**src/rtl/alarm_ringer.sv**
```systemverilog
// Alarm responder: drives the buzzer after a comparator match and holds feedback until the minute passes.
// Optional snooze path compiled in with ALARM_SNOOZE_EN.
module alarm_ringer #(
    parameter int unsigned RING_S     = 60,
    parameter int unsigned SNOOZE_S   = 300,
    parameter int unsigned HOLD_S     = 60,
    parameter int unsigned MAX_SNOOZE = 3,
    parameter int unsigned CNT_W      = 9
) (
    input  logic clk,
    input  logic reset_,
    input  logic tick,
    input  logic Trigger,
    input  logic btn_stop,
    input  logic btn_snooze,
    output logic Buzzer,
    output logic feedback,
    output logic Ringing
);

    typedef enum logic [1:0] {
        IDLE   = 2'b00,
        RING   = 2'b01,
        SNOOZE = 2'b10,
        HOLD   = 2'b11
    } state_e;

    state_e             state_q, state_d;
    logic [CNT_W-1:0]   cnt_q, cnt_d;
    logic               buzzer_q, buzzer_d;
    logic               feedback_q, feedback_d;
    logic               ringing_q, ringing_d;
    logic               stop_prev_q;
    logic               stop_edge_c;
    logic [CNT_W-1:0]   cnt_inc_c;

`ifdef ALARM_SNOOZE_EN
    localparam int unsigned SNZ_W = (MAX_SNOOZE == 0) ? 1 : $clog2(MAX_SNOOZE + 1);

    logic [SNZ_W-1:0]   snz_cnt_q, snz_cnt_d;
    logic               snz_prev_q;
    logic               snz_edge_c;
    logic               snz_ok_c;

    assign snz_edge_c = btn_snooze & ~snz_prev_q;
    assign snz_ok_c   = 32'(snz_cnt_q) < MAX_SNOOZE;
`else
    // Snooze path compiled out; keep the port and parameters visibly consumed.
    localparam int unsigned unused_snooze_cfg = SNOOZE_S + MAX_SNOOZE;
    logic unused_snooze_c;
    assign unused_snooze_c = btn_snooze;
`endif

    assign stop_edge_c = btn_stop & ~stop_prev_q;
    assign cnt_inc_c   = cnt_q + CNT_W'(1);

    assign Buzzer   = buzzer_q;
    assign feedback = feedback_q;
    assign Ringing  = ringing_q;

    always_ff @(posedge clk or negedge reset_) begin
        if (!reset_) begin
            state_q     <= IDLE;
            cnt_q       <= '0;
            buzzer_q    <= 1'b0;
            feedback_q  <= 1'b0;
            ringing_q   <= 1'b0;
            stop_prev_q <= 1'b0;
`ifdef ALARM_SNOOZE_EN
            snz_cnt_q   <= '0;
            snz_prev_q  <= 1'b0;
`endif
        end else begin
            state_q     <= state_d;
            cnt_q       <= cnt_d;
            buzzer_q    <= buzzer_d;
            feedback_q  <= feedback_d;
            ringing_q   <= ringing_d;
            stop_prev_q <= btn_stop;
`ifdef ALARM_SNOOZE_EN
            snz_cnt_q   <= snz_cnt_d;
            snz_prev_q  <= btn_snooze;
`endif
        end
    end

    // Next-state and registered-output values; exits in RING follow stop > snooze > timeout.
    always_comb begin
        state_d   = state_q;
        cnt_d     = cnt_q;
        buzzer_d  = buzzer_q;
`ifdef ALARM_SNOOZE_EN
        snz_cnt_d = snz_cnt_q;
`endif
        case (state_q)
            IDLE: begin
                buzzer_d = 1'b0;
                if (Trigger) begin
                    state_d   = RING;
                    cnt_d     = '0;
                    buzzer_d  = 1'b1;
`ifdef ALARM_SNOOZE_EN
                    snz_cnt_d = '0;
`endif
                end
            end
            RING: begin
                if (stop_edge_c) begin
                    state_d  = HOLD;
                    cnt_d    = '0;
                    buzzer_d = 1'b0;
                end
`ifdef ALARM_SNOOZE_EN
                else if (snz_edge_c && snz_ok_c) begin
                    state_d   = SNOOZE;
                    cnt_d     = '0;
                    buzzer_d  = 1'b0;
                    snz_cnt_d = snz_cnt_q + SNZ_W'(1);
                end
`endif
                else if (tick) begin
                    if (cnt_q == CNT_W'(RING_S - 1)) begin
                        state_d  = HOLD;
                        cnt_d    = '0;
                        buzzer_d = 1'b0;
                    end else begin
                        cnt_d    = cnt_inc_c;
                        buzzer_d = ~buzzer_q;
                    end
                end
            end
`ifdef ALARM_SNOOZE_EN
            SNOOZE: begin
                buzzer_d = 1'b0;
                if (stop_edge_c) begin
                    state_d = HOLD;
                    cnt_d   = '0;
                end else if (tick) begin
                    if (cnt_q == CNT_W'(SNOOZE_S - 1)) begin
                        state_d  = RING;
                        cnt_d    = '0;
                        buzzer_d = 1'b1;
                    end else begin
                        cnt_d = cnt_inc_c;
                    end
                end
            end
`endif
            HOLD: begin
                buzzer_d = 1'b0;
                if (tick) begin
                    if (cnt_q == CNT_W'(HOLD_S - 1)) begin
                        state_d = IDLE;
                        cnt_d   = '0;
                    end else begin
                        cnt_d = cnt_inc_c;
                    end
                end
            end
            default: begin
                state_d  = IDLE;
                cnt_d    = '0;
                buzzer_d = 1'b0;
            end
        endcase
        feedback_d = (state_d != IDLE);
        ringing_d  = (state_d == RING);
    end

endmodule
```
**config.mk**
```make
export PLATFORM = sky130hd
export DESIGN_NAME = alarm_ringer
export DESIGN_NICKNAME = d
export VERILOG_FILES = /design/src/rtl/alarm_ringer.sv
export SDC_FILE = /design/constraint.sdc
export NUM_CORES = 1
export LEC_CHECK = 0
export BUFFER_PORTS_ARGS = -buffer_cell sky130_fd_sc_hd__buf_2
export CAP_MARGIN = 20
export CORE_UTILIZATION = 40
export DETAILED_ROUTE_END_ITERATION = 12
export PLACE_DENSITY_LB_ADDON = 0.2
export SETUP_SLACK_MARGIN = 0.2
export SYNTH_ARGS = -nofsm -noshare
export SYNTH_HDL_FRONTEND = slang
export SYNTH_SLANG_ARGS = --single-unit
```
**constraint.sdc**
```tcl
create_clock -name clk -period 2 [get_ports clk]
set_input_delay 0.4 -clock clk [delete_from_list [all_inputs] [get_ports clk]]
set_output_delay 0.4 -clock clk [all_outputs]
set_load 0.05 [all_outputs]
```
==> results of run 1 <==
==> flip-flops by register name (all words and copies together), names as in the netlist <==
signal       flops
Ringing          1
feedback         1
stop_prev_q      1
cnt_q            9
Buzzer           1
state_q          2
==> cells in the final DEF, fill, tap and decap left out, drive strengths merged, types with 2 or more instances in the layout <==
cell type	n
nand4	3
xnor2	6
dfrtp	15
nand3	4
nand2b	2
nor2	10
a21oi	4
nor3	5
buf	7
clkbuf	4
o21ai	4
nand2	9
==> worst reg2reg max path: cells and delay by family, from the launching register on <==
kind | cells | cell delay, ps
flops | 1 | 410
compound gates | 1 | 280
simple gates | 3 | 550
fa+ha+maj | 1 | 200
==> through the flow <==
stage	cells	total power (W)	hold slack (ps)	worst slack (ps)
finish	111	0.0008107	1.783	442.8
CTS	111	0.0008208	4.909	423.3
global route	111	0.0008719	10.46	290.2
detailed placement	107	0.0006410	326.1	454.4
floorplan	78	0.0005898	104.4	676.0
global placement	107	0.0006354	321.1	475.3
==> Yosys cell counts <==
cell type / count / share of area [%]
dfrtp_1: 15 / 48
nand4_1: 3 / 2.4
o21a_1: 1 / 0.95
o211a_1: 1 / 1.3
ha_1: 1 / 1.6
a21oi_1: 3 / 1.9
nor3_2: 1 / 1.3
o311ai_2: 1 / 2.1
nand2_1: 9 / 4.3
o22ai_1: 1 / 0.80
nor2_1: 10 / 4.8
mux2i_1: 1 / 1.3
nand3_2: 1 / 1.3
nor3_1: 4 / 2.5
nand3b_1: 1 / 0.95
or3_1: 1 / 0.80
o21ai_0: 4 / 2.5
xor2_1: 1 / 1.1
and4_1: 1 / 1.1
a21oi_4: 1 / 2.1
nand3_1: 3 / 1.9
nor4_4: 1 / 2.7
nand2b_1: 2 / 1.6
nor3b_1: 1 / 0.95
xnor2_1: 6 / 6.7
buf_2: 2 / 1.3
buf_4: 1 / 0.95
a32o_1: 1 / 1.3
==> cell families after synthesis <==
family                   Yosys count
multiplexers                       1
adder cells (fa/ha/maj)            1
flip-flops                        15
AND/OR/NAND/NOR                   38
buffers and inverters              3
XOR/XNOR                           7
AO/OA/AOI/OAI                     13
==> routing by layer <==
metal | up-vias | global-route usage (%) | wire, microns
li1 | 292 | - | -
met3 | 2 | 7.059 | 53
met4 | 0 | 5.294 | 14
met1 | 283 | 22.82 | 682
met5 | - | 0 | 0
met2 | 7 | 21.67 | 649
==> power by group through the flow <==
stage / combinational, W / sequential, W / clock [W]
2_1_floorplan: 0.000157 / 0.000433 / 0
3_3_place_gp: 0.000191 / 0.000445 / 0
3_5_place_dp: 0.000196 / 0.000445 / 0
4_1_cts: 0.000197 / 0.000440 / 0.000184
5_1_grt: 0.000224 / 0.000450 / 0.000198
6_report: 0.000194 / 0.000440 / 0.000177
==> area by class of cell <==
cell class | count | area, sq um
flip-flops and latches | 15 | 375.4
repair buffers | 7 | 35.03
fillers | 179 | 920.9
clock buffers | 4 | 26.28
well taps | 25 | 31.28
multi-input cells | 60 | 394.1
==> worst max path at each step <==
stage / startpoint / end / cells past startpoint
CTS: cnt_q[0] / cnt_q[7] / 5
finish: cnt_q[0] / cnt_q[7] / 5
detailed placement: cnt_q[0] / cnt_q[7] / 5
global route: cnt_q[0] / cnt_q[5] / 5
floorplan: state_q[0] / cnt_q[2] / 5
global placement: cnt_q[0] / cnt_q[2] / 5
==> results_dict.tcl, run 1 <==
set metrics [dict create \
    hpwl_microns 993 \
    critPathMaxStageDelay_ps 410 \
    fp.coreArea_sq_um 1783 \
    clkSinkCount 15 \
    row_count 15 \
    cp-start-kind "flip-flop" \
    cts_resized 0 \
    status "completed" \
    clkTransAtPathRegs_ps 90 \
    synthCells 78 \
    synthMuxAreaShare_pct 1.272 \
    leakagePower_nw 0.3487 \
    cp_slowest_cell "dfrtp_1" \
    rsz0062_at_grt "no" \
    ys_ff_latch 15 \
    slew_headroom_pct 67.10 \
    grt.total_usage_pct 16.15 \
    vdd_drop_max_mv 0.4173 \
    p_int_w 0.0005317 \
    synthAdderAreaFrac_pct 1.590 \
    cp.required_ps 2170 \
    crit_type "flip-flop to flip-flop" \
    tightest_slew_ps 492.7 \
    syn-num-nets 85 \
    drt_iter0_markers 4 \
    end_kind "flip-flop" \
    routed_wl_microns 1399 \
    clock_latency_ps 290 \
    hold_buffers 0 \
    grt_pass1_vias 504 \
    finalCoreUtilization_pct 48.35 \
    synth-xor-area-share_pct 7.790 \
    crit_buf_inv 0 \
    gp_congestion 0.7910 \
    p_comb_share_pct 23.9 \
    path_cells "ha_1, and4_1, nand3_2, a21oi_4, nor2_1" \
    io_pins 9 \
    grt_max_degree 16 \
    cts_tree "yes" \
    num_antenna_cells 0 \
    fin_crit_sh_pct 77.86 \
    drv_cap 0 \
    synthToLayoutAreaGrowth_pct 9.539 \
    cp_max_fo 8 \
    die_h_microns 46.36 \
    drc 0 \
    die_area_sq_um 2149 \
    seq_power_share_pct 54.3 \
    start_util_pct 44.14 \
    critPathTopFamily "simple AND/OR/NAND/NOR gates" \
    clkPwrFrac_pct 21.8 \
    stdcell_area_sq_um 862.1 \
    power.density_nw_per_um2 940.4 \
    clockBufferDepth 2 \
    die_x_microns 46.36 \
    gr-total-overflow 0 \
    synth_top_family_by_area "simple AND/OR/NAND/NOR gates" \
    worstReg2RegStart "cnt_q[0]" \
    antenna_found_initial 0 \
    io_buffers 7 \
    timing.rr.end "cnt_q[7]" \
    placed_area_sq_um 835.8 \
    ys_warn_count 0 \
    syn-cell-area_sq_um 787.0 \
    avgRoutedWirePerCell_microns 12.60 \
    viasPerCell 5.261 \
    final_nets 94 \
    syn_area_per_cell_sq_um 10.09 \
    root_buffer "clkbuf_4" \
    drv_slew 0 \
    p_sw_w 0.0002790 \
    tns_ps 0 \
    hold_path_class "input port to asynchronous set/reset pin" \
    cts_buffers 3 \
    synth_compound_area_share_pct 12.88 \
    grt_pass1_wl_microns 2359 \
    drive_gt1_share_pct 17.44 \
    synth-seq-area-share_pct 47.69 \
    vias 584 \
    postRouteAntennaNets 0 \
    clock_skew_ps 1.448 \
    worstPathArrival_ps 1730 \
    setup-violations-final 0 \
    fin_crit_ps 1557 \
    fmax_mhz 642.2 \
    htree_levels 1 \
    yosys.area_share.simple_pct 26.55 \
    r2r_slack_ps 440 \
    post-cts-setup-buffers 0 \
    hold_viol 0 \
    reg2reg_depth 5 \
    sw_frac_of_total_pct 34.42 \
    synthDistinctLibCells 28 \
    firstDrtPassIters 4 \
]
Power figures use the tool's default switching activity.
==> run 2, diff against run 1 <==
--- a/config.mk
+++ b/config.mk
@@ -5,6 +5,7 @@
 export SDC_FILE = /design/constraint.sdc
 export NUM_CORES = 1
 export LEC_CHECK = 0
+export ABC_AREA = 1
 export BUFFER_PORTS_ARGS = -buffer_cell sky130_fd_sc_hd__buf_2
 export CAP_MARGIN = 20
 export CORE_UTILIZATION = 40
==> constraint.sdc (replaced) <==
create_clock -name clk -period 1.3 [get_ports clk]
set_input_delay 0.26 -clock clk [delete_from_list [all_inputs] [get_ports clk]]
set_output_delay 0.26 -clock clk [all_outputs]
set_load 0.05 [all_outputs]
==> run 2 against run 1 <==
  * The flow now finishes with violations (negative setup slack)
  * Clock-buffer cell count shrank 1
  * Synthesized cell count grew 38%
  * Via count grew 26%
  * Fmax grew 15%
  * Sequential power grew 59%
  * Routed wire length grew 21%
  * Register-to-register slack lost 490 ps
  * Critical path type unchanged
  * Final cell count grew 45%
  * Clock skew grew 2.7 ps
  * Critical path depth grew 1
  * Largest power group is now combinational cells
  * Largest cell class unchanged
==> results_dict.tcl, run 2 <==
set metrics [dict create \
    yosys-top-cells-count "nand2_1 (30), dfrtp_1 (15), inv_1 (14), nor2_1 (14), nand3_1 (5)" \
    final_common_cell "nand2_1" \
    yosysMostFrequentCell "nand2_1" \
    fin_crit_ps 1352 \
    min_path_cells 1 \
    hold_path_class "input port to flip-flop" \
    rsz0062_at_grt "yes" \
    synth_top_cell_by_area "dfrtp_1" \
    synth_top_family_by_area "simple AND/OR/NAND/NOR gates" \
    yosys.area_share.simple_pct 36.63 \
    leakagePower_nw 0.5583 \
    firstDrtPassIters 2 \
    drt_iter0_markers 6 \
    htree_levels 1 \
    grt_pass1_vias 649 \
    synthMuxAreaShare_pct 0 \
    synth-xor-area-share_pct 2.068 \
    root_buffer "clkbuf_4" \
    r2r_slack_ps -50 \
    end_kind "flip-flop" \
    cp-start-kind "flip-flop" \
    cts_buffers 3 \
    io_pins 9 \
    fin_ws_ps -51.69 \
    finalCoreUtilization_pct 56.19 \
    gp_congestion 0.7182 \
    avgRoutedWirePerCell_microns 10.49 \
    postRouteAntennaNets 0 \
    status "finished with violations" \
    fp.coreArea_sq_um 1982 \
    final_cell_mix "nand2_1 (27), dfrtp_1 (15), inv_1 (14), nor2_1 (14), buf_4 (13)" \
    drc 0 \
    placed_cells 152 \
    synth_top_area_share_pct 44.31 \
    die_x_microns 48.02 \
    synthToLayoutAreaGrowth_pct 31.46 \
    routed_wl_microns 1689 \
    num_antenna_cells 0 \
    setup-violations-final 11 \
    regMostFlops "cnt_q" \
    viasPerCell 4.578 \
    grt_max_degree 16 \
    grt_pass1_wl_microns 2677 \
    cts_tree "yes" \
    final_nets 142 \
    timing.rr.end "cnt_q[5]" \
    drv_slew 0 \
    die_area_sq_um 2305 \
    start_util_pct 42.74 \
    clock_latency_ps 290 \
    drv_cap 0 \
    stdcell_count 161 \
    regArea_sq_um 375.4 \
    syn_area_per_cell_sq_um 7.843 \
    worstPathArrival_ps 1520 \
    min-delay-start "btn_stop" \
    synthAdderAreaFrac_pct 1.477 \
    syn-cell-area_sq_um 847.1 \
    die_h_microns 48.02 \
    ys_top_cells_by_area "dfrtp_1 (44%), nand2_1 (13%), inv_1 (6.2%)" \
    violations "negative setup slack" \
    cp_max_fo 8 \
    ys.flop_type "dfrtp_1" \
    ys_warn_count 0 \
    clkTransAtPathRegs_ps 90 \
    tightest_slew_ps 354.7 \
    gr-total-overflow 0 \
    synthDistinctLibCells 24 \
    nFillCells 190 \
    cp.required_ps 1470 \
    ys_ff_latch 15 \
    synth-seq-area-share_pct 44.31 \
    async_flop_share_pct 100.0 \
    clockBufferDepth 2 \
    clkSinkCount 15 \
    reg2reg_depth 6 \
    power.density_nw_per_um2 1644 \
    synth_edf_count 0 \
    largest_register_ffs 9 \
    row_count 16 \
    antenna_found_initial 0 \
    io_buffers 7 \
    slew_headroom_pct 76.35 \
    worstReg2RegStart "cnt_q[1]" \
    hold_viol 0 \
    tns_ps -462.1 \
    top_regs "cnt_q: 9 flops, state_q: 2 flops" \
    drive_gt1_share_pct 32.84 \
    synthCells 108 \
    vdd_drop_max_mv 0.9162 \
    clock_skew_ps 4.136 \
    grt.total_usage_pct 17.21 \
    synth_compound_area_share_pct 8.419 \
    multiInputGateArea_sq_um 444.2 \
    crit_type "flip-flop to flip-flop" \
    fin_crit_sh_pct 104.0 \
    syn-num-nets 115 \
    vias 737 \
    worstHoldEndpoint "stop_prev_q" \
    hpwl_microns 1213 \
    fmax_mhz 739.8 \
]
==> run 2: cell types whose count changed after synthesis, moves of 3 or more <==
cell     change
nand2_1     +21
nor2_1       +4
nor3_1       -3
xnor2_1      -6
nor2_2       +4
inv_1       +14
==> run 2: power by group <==
| group | total [W] | leakage [nW] | internal, W | switching, W |
|---|---|---|---|---|
| registers | 0.000698 | 0.180 | 0.000590 | 0.000108 |
| logic | 0.000865 | 0.360 | 0.000407 | 0.000458 |
| clock network | 0.000268 | 0.0177 | 0.000114 | 0.000153 |
| total | 0.00183 | 0.558 | 0.00111 | 0.000719 |
==> run 2: worst max-delay path by stage <==
stage	start	to	cells past startpoint
after floorplan	cnt_q[1]	cnt_q[8]	6
after global placement	cnt_q[0]	cnt_q[8]	6
after detailed placement	cnt_q[1]	cnt_q[2]	6
after CTS	cnt_q[1]	cnt_q[2]	6
after global routing	cnt_q[1]	cnt_q[4]	6
final	cnt_q[1]	cnt_q[5]	6
==> run 2: routing by layer <==
layer | global-route usage (%) | vias up | wire (microns)
met5 | 0 | - | 0
met1 | 21.15 | 338 | 778
met2 | 28.38 | 9 | 822
met3 | 2.642 | 4 | 38
li1 | - | 386 | -
met4 | 10.00 | 0 | 50
==> run 2: metrics by stage <==
| stage | hold slack [ps] | worst slack (ps) | total power (W) | area [sq um] |
|---|---|---|---|---|
| 2_1_floorplan | -35.59 | 47.64 | 0.001216 | 864.6 |
| 3_3_place_gp | 190.1 | -64.33 | 0.001467 | 1008 |
| 3_5_place_dp | 189.7 | -70.97 | 0.001489 | 1008 |
| 4_1_cts | 80.58 | -49.29 | 0.001839 | 1095 |
| 5_1_grt | 81.30 | -123.0 | 0.001964 | 1114 |
| 6_report | 88.39 | -51.69 | 0.001831 | 1114 |
==> run 2: logic make-up after synthesis <==
group / count (synthesis)
AND/OR/NAND/NOR: 64
buffers and inverters: 16
flip-flops: 15
AO/OA/AOI/OAI: 10
XOR/XNOR: 2
adder cells (fa/ha/maj): 1
==> run 2: critical path, cell delays in order (launching register included) <==
cell	delay (ps)
dfrtp_1	410
ha_4	170
nand2_4	70
nor2_4	130
nand3_4	110
a21oi_4	270
nor2_1	70
==> run 2: area by class of cell <==
type / count / share of cell area, %
clock buffers: 3 / 2.022
multi-input cells: 77 / 39.89
well taps: 27 / 3.034
clock inverters: 1 / 0.4494
repair buffers: 22 / 15.51
inverters: 16 / 5.393
flip-flops and latches: 15 / 33.71
==> run 2: what timing repair did <==
action                                  in CTS  in global routing
resized for setup                            8                  4
endpoints found under the hold margin       15                  0
setup buffers                                3                  1
hold buffers                                 1                  0
endpoints found under the setup margin      17                 17
pin swaps                                    2                  1
cloned                                       0                  0
